**config.mk**
```make
export PLATFORM = sky130hd
export DESIGN_NAME = elevator_scan_ctrl
export DESIGN_NICKNAME = d
export VERILOG_FILES = /design/src/rtl/elevator_pkg.sv /design/src/rtl/elev_req_bank.sv /design/src/rtl/elevator_scan_ctrl.sv
export SDC_FILE = /design/constraint.sdc
export NUM_CORES = 1
export LEC_CHECK = 0
export BUFFER_PORTS_ARGS = -buffer_cell sky130_fd_sc_hd__clkbuf_2
export CAP_MARGIN = 20
export CORE_MARGIN = 2
export CORE_UTILIZATION = 50
export CTS_BUF_LIST = sky130_fd_sc_hd__clkbuf_16
export CTS_CLUSTER_DIAMETER = 200
export DETAILED_ROUTE_END_ITERATION = 7
export PLACE_DENSITY = 0.74
export SLEW_MARGIN = 20
export SYNTH_ARGS = -nofsm -noshare
export SYNTH_HDL_FRONTEND = slang
export SYNTH_SLANG_ARGS = --single-unit
```
**constraint.sdc**
```tcl
create_clock -name clk -period 2.4 [get_ports clk]
set_clock_uncertainty 0.05 [all_clocks]
set_input_delay 0.12 -clock clk [delete_from_list [all_inputs] [get_ports clk]]
set_output_delay 0.12 -clock clk [all_outputs]
set_load 0.005 [all_outputs]
```
**src/rtl/elevator_pkg.sv**
```systemverilog
// Shared types for the elevator SCAN controller: FSM state encoding and
// scan direction constants.
package elevator_pkg;

   typedef enum logic [1:0] {
      IDLE = 2'd0,
      MOVE = 2'd1,
      DOOR = 2'd2
   } state_t;

   localparam logic DIR_UP   = 1'b1;
   localparam logic DIR_DOWN = 1'b0;

endpackage

```
**src/rtl/elev_req_bank.sv**
```systemverilog
// Latched call requests, one bit per floor, with above/below/at reductions
// taken relative to a caller-supplied reference floor.
module elev_req_bank
   import elevator_pkg::*;
#(
   parameter int NUM_FLOORS = 3,
   parameter int FLOOR_W    = $clog2(NUM_FLOORS)
) (
   input  logic                  clk,
   input  logic                  rst_n,
   input  logic [NUM_FLOORS-1:0] set_mask,
   input  logic [NUM_FLOORS-1:0] clr_mask,
   input  logic [FLOOR_W-1:0]    ref_floor,
   output logic [NUM_FLOORS-1:0] req,
   output logic                  any_above,
   output logic                  any_below,
   output logic                  at_floor
);

   always_ff @(posedge clk or negedge rst_n) begin
      if (!rst_n) req <= '0;
      else        req <= (req | set_mask) & ~clr_mask;
   end

   always_comb begin
      any_above = 1'b0;
      any_below = 1'b0;
      at_floor  = 1'b0;
      for (int i = 0; i < NUM_FLOORS; i++) begin
         if (FLOOR_W'(i) > ref_floor)  any_above = any_above | req[i];
         if (FLOOR_W'(i) < ref_floor)  any_below = any_below | req[i];
         if (FLOOR_W'(i) == ref_floor) at_floor  = at_floor  | req[i];
      end
   end

endmodule

```
**src/rtl/elevator_scan_ctrl.sv**
```systemverilog
// SCAN elevator car controller: one floor per travel interval, keeps its
// direction while requests remain ahead, holds the door at served floors.
//
// state | meaning
// IDLE  | door closed, car parked, waiting for a request
// MOVE  | travelling; travel timer counts down to the next floor
// DOOR  | door open at cur_floor; door timer counts down
module elevator_scan_ctrl
   import elevator_pkg::*;
#(
   parameter int NUM_FLOORS    = 3,
   parameter int FLOOR_W       = $clog2(NUM_FLOORS),
   parameter int TRAVEL_CYCLES = 4,
   parameter int DOOR_CYCLES   = 3
) (
   input  logic                  clk,
   input  logic                  rst_n,
   input  logic [NUM_FLOORS-1:0] call_btn,
   output logic [NUM_FLOORS-1:0] req_led,
   output logic [NUM_FLOORS-1:0] floor_onehot,
   output logic [FLOOR_W-1:0]    cur_floor,
   output logic                  door_open,
   output logic                  moving,
   output logic                  dir_up
);

   localparam int CNT_MAX = (TRAVEL_CYCLES > DOOR_CYCLES) ? TRAVEL_CYCLES : DOOR_CYCLES;
   localparam int CNT_W   = (CNT_MAX > 1) ? $clog2(CNT_MAX) : 1;
   localparam logic [CNT_W-1:0] TRAVEL_LOAD = CNT_W'(TRAVEL_CYCLES - 1);
   localparam logic [CNT_W-1:0] DOOR_LOAD   = CNT_W'(DOOR_CYCLES - 1);

   state_t                  state;
   logic [CNT_W-1:0]        travel_cnt;
   logic [CNT_W-1:0]        door_cnt;
   logic [FLOOR_W-1:0]      next_floor;
   logic [FLOOR_W-1:0]      ref_floor;
   logic [NUM_FLOORS-1:0]   cur_mask;
   logic [NUM_FLOORS-1:0]   ref_mask;
   logic [NUM_FLOORS-1:0]   req_set;
   logic [NUM_FLOORS-1:0]   req_clr;
   logic                    travel_done;
   logic                    cur_btn;
   logic                    enter_door;
   logic                    ahead;
   logic                    behind;
   logic                    any_above;
   logic                    any_below;
   logic                    at_floor;

   // On an arrival edge the reductions look at the floor being entered,
   // so the stop/continue/reverse choice is made for the new floor.
   always_comb begin
      travel_done = (state == MOVE) && (travel_cnt == '0);
      next_floor  = (dir_up == DIR_UP) ? cur_floor + FLOOR_W'(1) : cur_floor - FLOOR_W'(1);
      ref_floor   = travel_done ? next_floor : cur_floor;
      cur_mask    = '0;
      ref_mask    = '0;
      for (int i = 0; i < NUM_FLOORS; i++) begin
         cur_mask[i] = (cur_floor == FLOOR_W'(i));
         ref_mask[i] = (ref_floor == FLOOR_W'(i));
      end
      cur_btn    = |(call_btn & cur_mask);
      ahead      = (dir_up == DIR_UP) ? any_above : any_below;
      behind     = (dir_up == DIR_UP) ? any_below : any_above;
      enter_door = ((state == IDLE) && (cur_btn || at_floor)) || (travel_done && at_floor);
      req_set    = (state == MOVE) ? call_btn : (call_btn & ~cur_mask);
      req_clr    = enter_door ? ref_mask : '0;
   end

   elev_req_bank #(
      .NUM_FLOORS (NUM_FLOORS),
      .FLOOR_W    (FLOOR_W)
   ) u_req_bank (
      .clk       (clk),
      .rst_n     (rst_n),
      .set_mask  (req_set),
      .clr_mask  (req_clr),
      .ref_floor (ref_floor),
      .req       (req_led),
      .any_above (any_above),
      .any_below (any_below),
      .at_floor  (at_floor)
   );

   assign floor_onehot = cur_mask;

   always_ff @(posedge clk or negedge rst_n) begin
      if (!rst_n) begin
         state      <= IDLE;
         cur_floor  <= '0;
         dir_up     <= DIR_UP;
         door_open  <= 1'b0;
         moving     <= 1'b0;
         travel_cnt <= '0;
         door_cnt   <= '0;
      end else begin
         case (state)
            IDLE: begin
               if (enter_door) begin
                  state     <= DOOR;
                  door_open <= 1'b1;
                  door_cnt  <= DOOR_LOAD;
               end else if (ahead || behind) begin
                  state      <= MOVE;
                  moving     <= 1'b1;
                  travel_cnt <= TRAVEL_LOAD;
                  if (!ahead) dir_up <= ~dir_up;
               end
            end
            MOVE: begin
               if (travel_done) begin
                  cur_floor  <= next_floor;
                  travel_cnt <= TRAVEL_LOAD;
                  if (at_floor) begin
                     state     <= DOOR;
                     moving    <= 1'b0;
                     door_open <= 1'b1;
                     door_cnt  <= DOOR_LOAD;
                  end else if (behind && !ahead) begin
                     dir_up <= ~dir_up;
                  end else if (!ahead) begin
                     state  <= IDLE;
                     moving <= 1'b0;
                  end
               end else begin
                  travel_cnt <= travel_cnt - CNT_W'(1);
               end
            end
            DOOR: begin
               if (cur_btn) begin
                  door_cnt <= DOOR_LOAD;
               end else if (door_cnt == '0) begin
                  door_open <= 1'b0;
                  if (ahead || behind) begin
                     state      <= MOVE;
                     moving     <= 1'b1;
                     travel_cnt <= TRAVEL_LOAD;
                     if (!ahead) dir_up <= ~dir_up;
                  end else begin
                     state <= IDLE;
                  end
               end else begin
                  door_cnt <= door_cnt - CNT_W'(1);
               end
            end
            default: begin
               state     <= IDLE;
               door_open <= 1'b0;
               moving    <= 1'b0;
            end
         endcase
      end
   end

endmodule

```
Yosys cells after proc, flatten, opt, wreduce, memory -nomap -nowiden

Cells that the tools add are included.

Register bits: 14
Bits of input ports: 5
Output and inout bits: 11

$add $sub $neg: 4
Order comparisons: 6
Equality and inequality tests: 20
Muxes and demuxes: 61
Bitwise gates (word level): 13
Reductions and logical operators: 21

Operators by type and width:

| operator            | number |
|---|---|
| $mux 2              | 20 |
| $mux 1              | 33 |
| $pmux 2 s3          | 3 |
| $ne 2x2->1 const B  | 7 |
| $reduce_and 6->1    | 2 |
| $logic_not 2->1     | 5 |
| $reduce_and 5->1    | 2 |
| $and 3x3->3         | 3 |
| $ne 3x3->1 const B  | 3 |
| $pmux 1 s3          | 3 |
| $reduce_and 7->1    | 1 |
| $eq 2x1->1 const B  | 3 |
| $eq 2x2->1 const B  | 3 |
| $mux 3              | 2 |
| $not 3->3           | 2 |
| $or 1x1->1          | 6 |
| $sub 2x1->2 const B | 3 |
| $gt 1x2->1 const A  | 2 |
| $logic_and 1x1->1   | 4 |
| $lt 1x2->1 const A  | 2 |
| $reduce_and 4->1    | 1 |
| $logic_or 1x1->1    | 3 |
| $ne 3x2->1 const B  | 1 |
| $or 3x3->3          | 1 |
| other kinds (10)    | 10 |

Depth between registers and ports, before layout

Gate-level depths: netlist (run 1).

Depth in word-level cells: 16
Mapped depth: 11
Depth with buffers taken out: 8

By module

A second synthesis (run 1) with hierarchy kept.

Cells, all modules: 102
Area, all modules: 885.8 um2

Modules (own cells, without submodules):

| module             | instances | cells an instance | area each (um2) | seq. area each (um2) |
|---|---|---|---|---|
| elevator_scan_ctrl | 1         | 84                | 733.2           | 276.5 |
| elev_req_bank      | 1         | 18                | 152.6           | 75.1 |

Least setup slack after synthesis (run 1)

Ideal clock, no wire load.

Path kind: register -> register
Start point: register cur_floor[0]
End point: register dir_up
Arrival: 2.395 ns
Required time: 2.245 ns
Setup slack: -0.151 ns
Stages on the path, launching flop included: 10
Clock period less this slack: 2.551 ns
Cells stage by stage: dfrtp_1 -> inv_1 -> ha_1 -> xnor2_1 -> o2bb2ai_2 -> a222oi_1 -> buf_4 -> a21oi_2 -> a221o_1 -> o41ai_1

Cells in the longest elaborated chain, start to end: 15
Elaborated cells on any way between the ends: 53

RTL lines:

| item                                              | line                                               | RTL |
|---|---|---|
| start: declaration                                | elevator_scan_ctrl.sv:21                           | `output logic [FLOOR_W-1:0] cur_floor,` |
| start signal: assignment                          | elevator_scan_ctrl.sv:112                          | `cur_floor <= next_floor;` |
| $sub 2x1->2 / $add 2x1->2 (equally long branches) | elevator_scan_ctrl.sv:54                           | `next_floor = (dir_up == DIR_UP) ? cur_floor + FLOOR_W'(1) : cur_floor - FLOOR_W'(1);` |
| $mux 2                                            | elevator_scan_ctrl.sv:54                           |  |
| $mux 2                                            | n/a                                                |  |
| $lt 1x2->1 / $gt 1x2->1 (equally long branches)   | elev_req_bank.sv:31, elev_req_bank.sv:30           |  |
| $mux 1, on equally long branches                  | elev_req_bank.sv:31, elev_req_bank.sv:30           |  |
| $or 1x1->1, on equally long branches              | elev_req_bank.sv:31, elev_req_bank.sv:30           |  |
| $mux 1, on equally long branches                  | elev_req_bank.sv:31, elev_req_bank.sv:30           |  |
| $or 1x1->1, on equally long branches              | elev_req_bank.sv:31, elev_req_bank.sv:30           |  |
| $mux 1, on equally long branches                  | elev_req_bank.sv:31, elev_req_bank.sv:30           |  |
| $mux 1, on equally long branches                  | elevator_scan_ctrl.sv:63, elevator_scan_ctrl.sv:64 |  |
| $mux 1 / $logic_or 1x1->1 (equally long branches) | n/a                                                |  |
| $mux 1 (3 in series)                              | n/a                                                |  |
| $pmux 1 s3                                        | n/a                                                |  |
| end signal: assignment                            | elevator_scan_ctrl.sv:107                          | `if (!ahead) dir_up <= ~dir_up;` |
| end signal: assignment                            | elevator_scan_ctrl.sv:120                          | `dir_up <= ~dir_up;` |
| end signal: assignment                            | elevator_scan_ctrl.sv:138                          | `if (!ahead) dir_up <= ~dir_up;` |
| end: declaration                                  | elevator_scan_ctrl.sv:24                           | `output logic dir_up` |

Parallel ways exist; a longest one is shown, timed or not. The select of a mux whose other input is x is not followed.
A chain may end at the register's enable or synchronous reset.

Worst setup path in the final report (run 1)

Ends and elaborated chain as after synthesis.

==> results.txt, run 1 <==
Main synth FF type: dfrtp_1
Worst Path Arrival: 2.51 ns
Crit-path cells: inv_2 -> ha_4 -> xnor2_4 -> buf_6 -> buf_4 -> nor4_1 -> nor3_1 -> o32ai_4 -> o41ai_2 -> o41ai_2
Hold Crit Class: in2reg
RePlAce Congestion: 0.886
H-tree depth: 1
Vias per cell: 5.83
Clock share of power: 15.1%
Reg clk slew, reported paths: 0.05 ns
Routed len/inst: 15.6 um
Worst path slowest cell: o41ai_2
VDD IR max: 0.783 mV
Worst r2r src: cur_floor[0]
Finished layout cell area: 1370 um2
Switching share of power: 40.5%
Full die area: 2450 um2
Starting Density: 52.7%
Ys async rst share: 100%
Worst flop-to-flop path endpoint: dir_up
Vias: 1002
Mean Syn Cell Area: 8.99 um2
Max Freq: 416 MHz
Crit-path max cell delay: 0.44 ns
Pint: 0.00124 W
Most frequent cells in the layout: clkbuf_2 (15), buf_4 (15), dfrtp_1 (12)
Worst Hold End: u_req_bank.req[2]
Power share of the sequential group: 21.9%
Post-Synthesis Cells: 115
Worst skew pair latency: 0.24 ns
CTS Sinks: 14
Sum Neg Setup Slack: -0.00548 ns
Fin nets: 156
Status: finished, violations left
Tcrit/Tclk final: 100%
Initial antenna violation count: 0
DRT iter0 DRCs: 35
TritonCTS Buffers: 3
Number of antenna diodes: 0
Reg2Reg Setup Slack: -0.005 ns
P_sw: 0.000847 W
P&R area growth vs syn: 32.3%
Synth cell types: 44
Largest net degree at the start of global routing: 15
Post-layout total power: 0.00209 W
Hold Path Depth: 3
Row cnt: 16
DIE HEIGHT: 49.5 um
Hpwl dp: 1790 um
Pwr/cell area: 1530 nW/um2
Critical Path RT: 2.50 ns
Combinational share of power: 63.0%
Crit Path Category: reg2reg
Core Util, Final: 69.7%
Pleak: 0.631 nW
R2R cell count: 10
Clock root buffer: clkbuf_16
Top-Level Pins: 16
DR DRC count: 0
Slew @ Worst Pin: 0.365 ns
Slew headroom: 75.5%
TritonCTS clock tree: built
First-pass GRT wire length: 4170 um
Critical Path End Type: flop
# port buffers: 15
FF+latch count, synth: 14
Max-cap violations: 0
Post-Synthesis Cell Area: 1030 um2
Die Width: 49.5 um
Share of post-route cells with drive strength above 1: 36.6%
Synth warnings: 0
Core area: 1960 um2
Vias in the first global route: 961
Post-synth EDFFs: 0
GRT Resource Usage Total: 22.6%
Final hold violations: 0
Max Root-Sink Buffers: 2
Minimum clock period: 2.41 ns
Mapped Nets: 125
Cell repeated most along the worst path: o41ai_2
WL final: 2680 um
HP Start: call_btn[2]
Nature of the critical path startpoint: flop
Worst setup margin: -0.00548 ns
Placed Area: 1160 um2
ANT nets after route: 0
Final setup fails: 1
Grt ovf: 0
Final Slew Violations: 0
Post-synthesis sequential area ratio: 34.0%
Crit path max fanout: 5
RSZ-0062 raised after global routing: yes
Violated checks: negative setup slack
Drt first pass iters: 4
per-stage QoR:
stage	worst slack (ns)	hold WS [ns]	cells
after CTS	0.000597	0.121	168
after global placement	0.0805	-0.00353	160
final	-0.00548	0.126	172
after global routing	-0.0433	0.151	172
after detailed placement	-0.0546	0.00259	160
after floorplan	0.0223	-0.226	115
registers in the layout, summed over array words and instances, names as in the netlist:
| signal | flops |
|---|---|
| moving | 1 |
| cur_floor | 2 |
| door_cnt | 2 |
| travel_cnt | 2 |
| state | 2 |
| dir_up | 1 |
| u_req_bank.req | 3 |
| door_open | 1 |
per-layer routing:
layer / track usage (%) / up-vias / wire [um]
met5: 0 / - / 0
met4: 13.0 / 0 / 38
met2: 39.9 / 31 / 1340
met1: 26.3 / 486 / 1180
met3: 3.03 / 6 / 125
li1: - / 479 / -
synth_stat cells (2+ instances only):
cell / number / area [um2]
a21o_1: 3 / 22.5
a21oi_1: 10 / 50.1
a222oi_1: 2 / 20.0
and3b_1: 2 / 17.5
buf_6: 2 / 22.5
dfrtp_1: 13 / 325
ha_1: 5 / 62.6
inv_1: 12 / 45.0
nand2_1: 11 / 41.3
nor2_1: 6 / 22.5
nor3_1: 3 / 15.0
nor4_1: 4 / 25.0
o21ai_0: 5 / 25.0
o22ai_1: 3 / 18.8
o31a_1: 2 / 17.5
o41ai_1: 2 / 17.5
or2b_2: 2 / 17.5
xnor2_1: 2 / 17.5
cells by family after synthesis:
kind of cell	after synthesis	share of synthesized area (%)
AOI/OAI and AO/OA	35	24.6
xor gates and xnor gates	3	2.54
adders and majority gates	5	6.05
buffers and inverters	18	10.0
DFF	14	34.0
muxes	1	0.969
and+or+nand+nor	39	21.8
layout make-up:
class,count,area [um2]
multi-input cells,83,648
fillers,154,594
flip-flops and latches,14,353
repair buffers,32,209
clock buffers,3,75.1
inverters,12,45.0
well taps,27,33.8
clock inverters,1,3.75
power groups by stage:
| stage | registers (W) | logic, W | clock network, W |
|---|---|---|---|
| after floorplan | 0.000437 | 0.000708 | 0 |
| after global placement | 0.000440 | 0.000974 | 0 |
| after detailed placement | 0.000445 | 0.00100 | 0 |
| after CTS | 0.000444 | 0.00110 | 0.000324 |
| after global routing | 0.000470 | 0.00143 | 0.000335 |
| final | 0.000459 | 0.00132 | 0.000315 |
worst max-delay path: cells and delay by family (launching register included):
kind	cells	cell delay, ns
flops	1	0.41
fa+ha+maj	1	0.22
xor+xnor	1	0.20
buf+inv	3	0.29
simple gates	2	0.37
compound gates	3	0.76
what timing repair did:
item,in CTS,in global routing
pin swaps,1,5
hold endpoints to repair,13,0
cloned,0,0
endpoints found under the setup margin,1,9
hold buffers,1,0
gates resized for setup,2,10
buffers inserted,3,4
worst max-delay path by stage:
stage / startpoint / end / slack, ns / cells after the start
final: cur_floor[0] / dir_up / -0.005 / 10
after global routing: cur_floor[1] / dir_up / -0.04 / 10
after CTS: cur_floor[0] / dir_up / 0.0006 / 9
after detailed placement: cur_floor[0] / dir_up / -0.05 / 9
after global placement: cur_floor[0] / dir_up / 0.08 / 9
after floorplan: cur_floor[0] / dir_up / 0.02 / 9
No activity file was read; power rests on OpenSTA's default activity.
==> inputs of run 2 (changes only) <==
ABC_AREA = 1   (was unset)
SYNTH_HIERARCHICAL = 1   (was unset)
==> run 2 against run 1 <==
Net effect:
- first-iteration DRC count fell by 26%
- sequential power rose by 3%
- largest power group unchanged
- cell count rose by 17%
- setup slack improved by 0.17 ns
- die area rose by 0.89%
- the flow now finishes without violations
- power rose by 4.5%
- highest routed layer unchanged
- cell area fell by 3.5%
==> results.txt, run 2 <==
GR Util met1: 25.9% (-0.40 points)
Worst path slowest cell: dfrtp_1
Top-Level Pins: 16 (unchanged)
Post-synthesis sequential area ratio: 33.7% (-0.33 points)
DR DRC count: 0 (unchanged)
Post-Synthesis Cell Area: 1040 um2 (+0.97%)
Crit path max fanout: 4 (-1)
Share of post-route cells with drive strength above 1: 28.2% (-8.4 points)
Final setup fails: 0 (-1)
Core area: 1960 um2 (unchanged)
Pwr/cell area: 1660 nW/um2 (+8.2%)
Sum Neg Setup Slack: 0 ns (+0.00548 ns)
Clock root buffer: clkbuf_16
H-tree depth: 1 (unchanged)
Starting Density: 53.2% (+0.51 points)
Vias: 984 (-1.8%)
Mean Syn Cell Area: 6.91 um2 (-23%)
Routed len/inst: 11.2 um (-28%)
Crit Path Category: reg2reg
DIE HEIGHT: 49.7 um (+0.44%)
HP Start: call_btn[1]
# port buffers: 15 (unchanged)
Post-synth EDFFs: 0 (unchanged)
Drt first pass iters: 4 (unchanged)
Fin nets: 185 (+19%)
Met3 GRT Util: 2.73% (-0.30 points)
Hold Crit Class: in2reg
Reg clk slew, reported paths: 0.05 ns (about the same)
Row cnt: 16 (unchanged)
Crit-path max cell delay: 0.41 ns (-0.03 ns)
Post-Synthesis Cells: 151 (+31%)
Critical Path RT: 2.49 ns (about the same)
Synth top area cells: dfrtp_1 (31%), nand2_1 (19%), inv_1 (7.2%), nor2_1 (6.8%), ha_1 (6.0%)
Max Freq: 448 MHz (+7.8%)
Cell taking the most area after synthesis: dfrtp_1
DRT iter0 DRCs: 26 (-26%)
Synth warnings: 6 (+6)
Largest net degree at the start of global routing: 15 (unchanged)
Synth cell types: 27 (-39%)
RePlAce Congestion: 0.822 (-7.3%)
Slew headroom: 75.1% (-0.36 points)
Worst skew pair latency: 0.25 ns (about the same)
Vias in the first global route: 873 (-9.2%)
First-pass GRT wire length: 3740 um (-10%)
Die Width: 49.7 um (+0.44%)
TritonCTS clock tree: built
Nature of the critical path startpoint: flop
Placed Area: 1160 um2 (unchanged)
Worst Path Arrival: 2.32 ns (-0.19 ns)
Hold slack: 0.188 ns (+0.0619 ns)
Grt ovf: 0 (unchanged)
Full die area: 2470 um2 (+0.89%)
Max-cap violations: 0 (unchanged)
Grt met2 use: 33.1% (-6.8 points)
Tcrit/Tclk final: 93.0% (-7.2 points)
TritonCTS Buffers: 3 (unchanged)
GRT Resource Usage Total: 19.7% (-2.9 points)
Crit-path cells: inv_2 -> ha_4 -> xor2_2 -> o21ai_2 -> inv_2 -> nand2_2 -> nand2_1 -> nand2_2 -> inv_1 -> nand2_1 -> nand2_1 -> nand2_1 -> nand2_1 -> nand2_1 -> nand3_2 -> nand2_1 -> nand2_1
Critical Path End Type: flop
Pleak: 0.740 nW (+17%)
Worst r2r src: cur_floor[1]
Post-synth top area share: 31.2% (-0.30 points)
P&R area growth vs syn: 26.5%
Finished layout cell area: 1320 um2 (-3.5%)
Final Slew Violations: 0 (unchanged)
Post-layout total power: 0.00218 W (+4.5%)
Final hold violations: 0 (unchanged)
Delay-heaviest family, CP: simple AND/OR/NAND/NOR gates
Most frequent cells in the layout: nand2_1 (52), inv_1 (18), nor2_1 (18)
Max FFs per register: 3 (unchanged)
Initial antenna violation count: 0 (unchanged)
Hpwl dp: 1700 um (-4.6%)
Mapped Nets: 161 (+29%)
Core Util, Final: 67.3% (-2.4 points)
Number of antenna diodes: 0 (unchanged)
ANT nets after route: 0 (unchanged)
CTS Sinks: 14 (unchanged)
Ys async rst share: 100% (unchanged)
Status: complete, no violations
FF+latch count, synth: 14 (unchanged)
Worst setup path startpoint: cur_floor[1]
Largest Register: u_req_bank/req
Leading cell type by number of instances after synthesis: nand2_1
Main synth FF type: dfrtp_1
Slew @ Worst Pin: 0.373 ns (+0.00875 ns)
Reg2Reg Setup Slack: 0.17 ns (+0.17 ns)
Post-synth top cells: nand2_1 (53), inv_1 (20), nor2_1 (19), dfrtp_1 (13), nand3_1 (6)
VDD IR max: 0.780 mV (-0.41%)
Cell repeated most along the worst path: nand2_1
Grt peak-use layer: met2
Bufs and invs on worst path: 3 (unchanged)
Vias per cell: 4.90 (-16%)
Commonest non-fill, non-tap cell in the layout: nand2_1
Max Root-Sink Buffers: 2 (unchanged)
Minimum clock period: 2.23 ns (-0.173 ns)
WL final: 2260 um (-16%)
Filler cells: 172 (+12%)
run 2: kinds of logic (layout without fill, tap and decap cells):
family | Yosys count | after routing | share of synthesized area [%]
XOR/XNOR | 3 | 3 | 3.24
buffers and inverters | 25 | 48 | 9.47
AND/OR/NAND/NOR | 90 | 90 | 38.7
AO/OA/AOI/OAI | 14 | 14 | 8.87
adder cells (fa/ha/maj) | 5 | 5 | 6.00
flip-flops | 14 | 14 | 33.7
run 2: worst min-delay path: cells and delay by family:
kind	cells	cell delay (ns)
simple gates	2	0.12
buf+inv	1	0.09
compound gates	1	0.11
run 2: layer usage:
metal	vias to the layer above	wire length, um
met3	4	44
li1	509	-
met1	460	1060
met2	11	1130
met5	-	0
met4	0	31
run 2: cell type report:
type / count / area (um2) / share of cell area, %
timing repair buffer: 20 / 115 / 8.72
inverter: 24 / 91.3 / 6.92
multi-input combinational: 112 / 648 / 49.1
tap: 27 / 33.8 / 2.56
clock inverter: 1 / 3.75 / 0.284
sequential: 14 / 353 / 26.7
clock buffer: 3 / 75.1 / 5.69
run 2: worst paths after layout:
check | to | depth (start not counted)
max in group asynchronous | dir_up | 2
min reg2reg | moving | 2
max reg2reg | travel_cnt[0] | 17
min | u_req_bank/req[1] | 4
min in group asynchronous | travel_cnt[0] | 2
max | travel_cnt[0] | 17
run 2: stage by stage:
stage / instances / setup WS, ns
after floorplan: 151 / 0.113
after global placement: 194 / 0.129
after detailed placement: 194 / 0.0159
after CTS: 200 / 0.0188
after global routing: 201 / -0.0179
final: 201 / 0.168
run 2: what timing repair did:
action / CTS / global route
setup endpoints to repair: 2 / 11
setup buffers: 1 / 1
pin swaps: 1 / 2
hold buffers: 1 / 0
cloned: 0 / 0
resized for setup: 0 / 11
hold endpoints to repair: 13 / 0
run 2: where the power goes:
part | internal (W) | switching, W
clock network | 0.000221 | 0.000100
registers | 0.000362 | 0.000111
logic | 0.000541 | 0.000850
total | 0.00112 | 0.00106
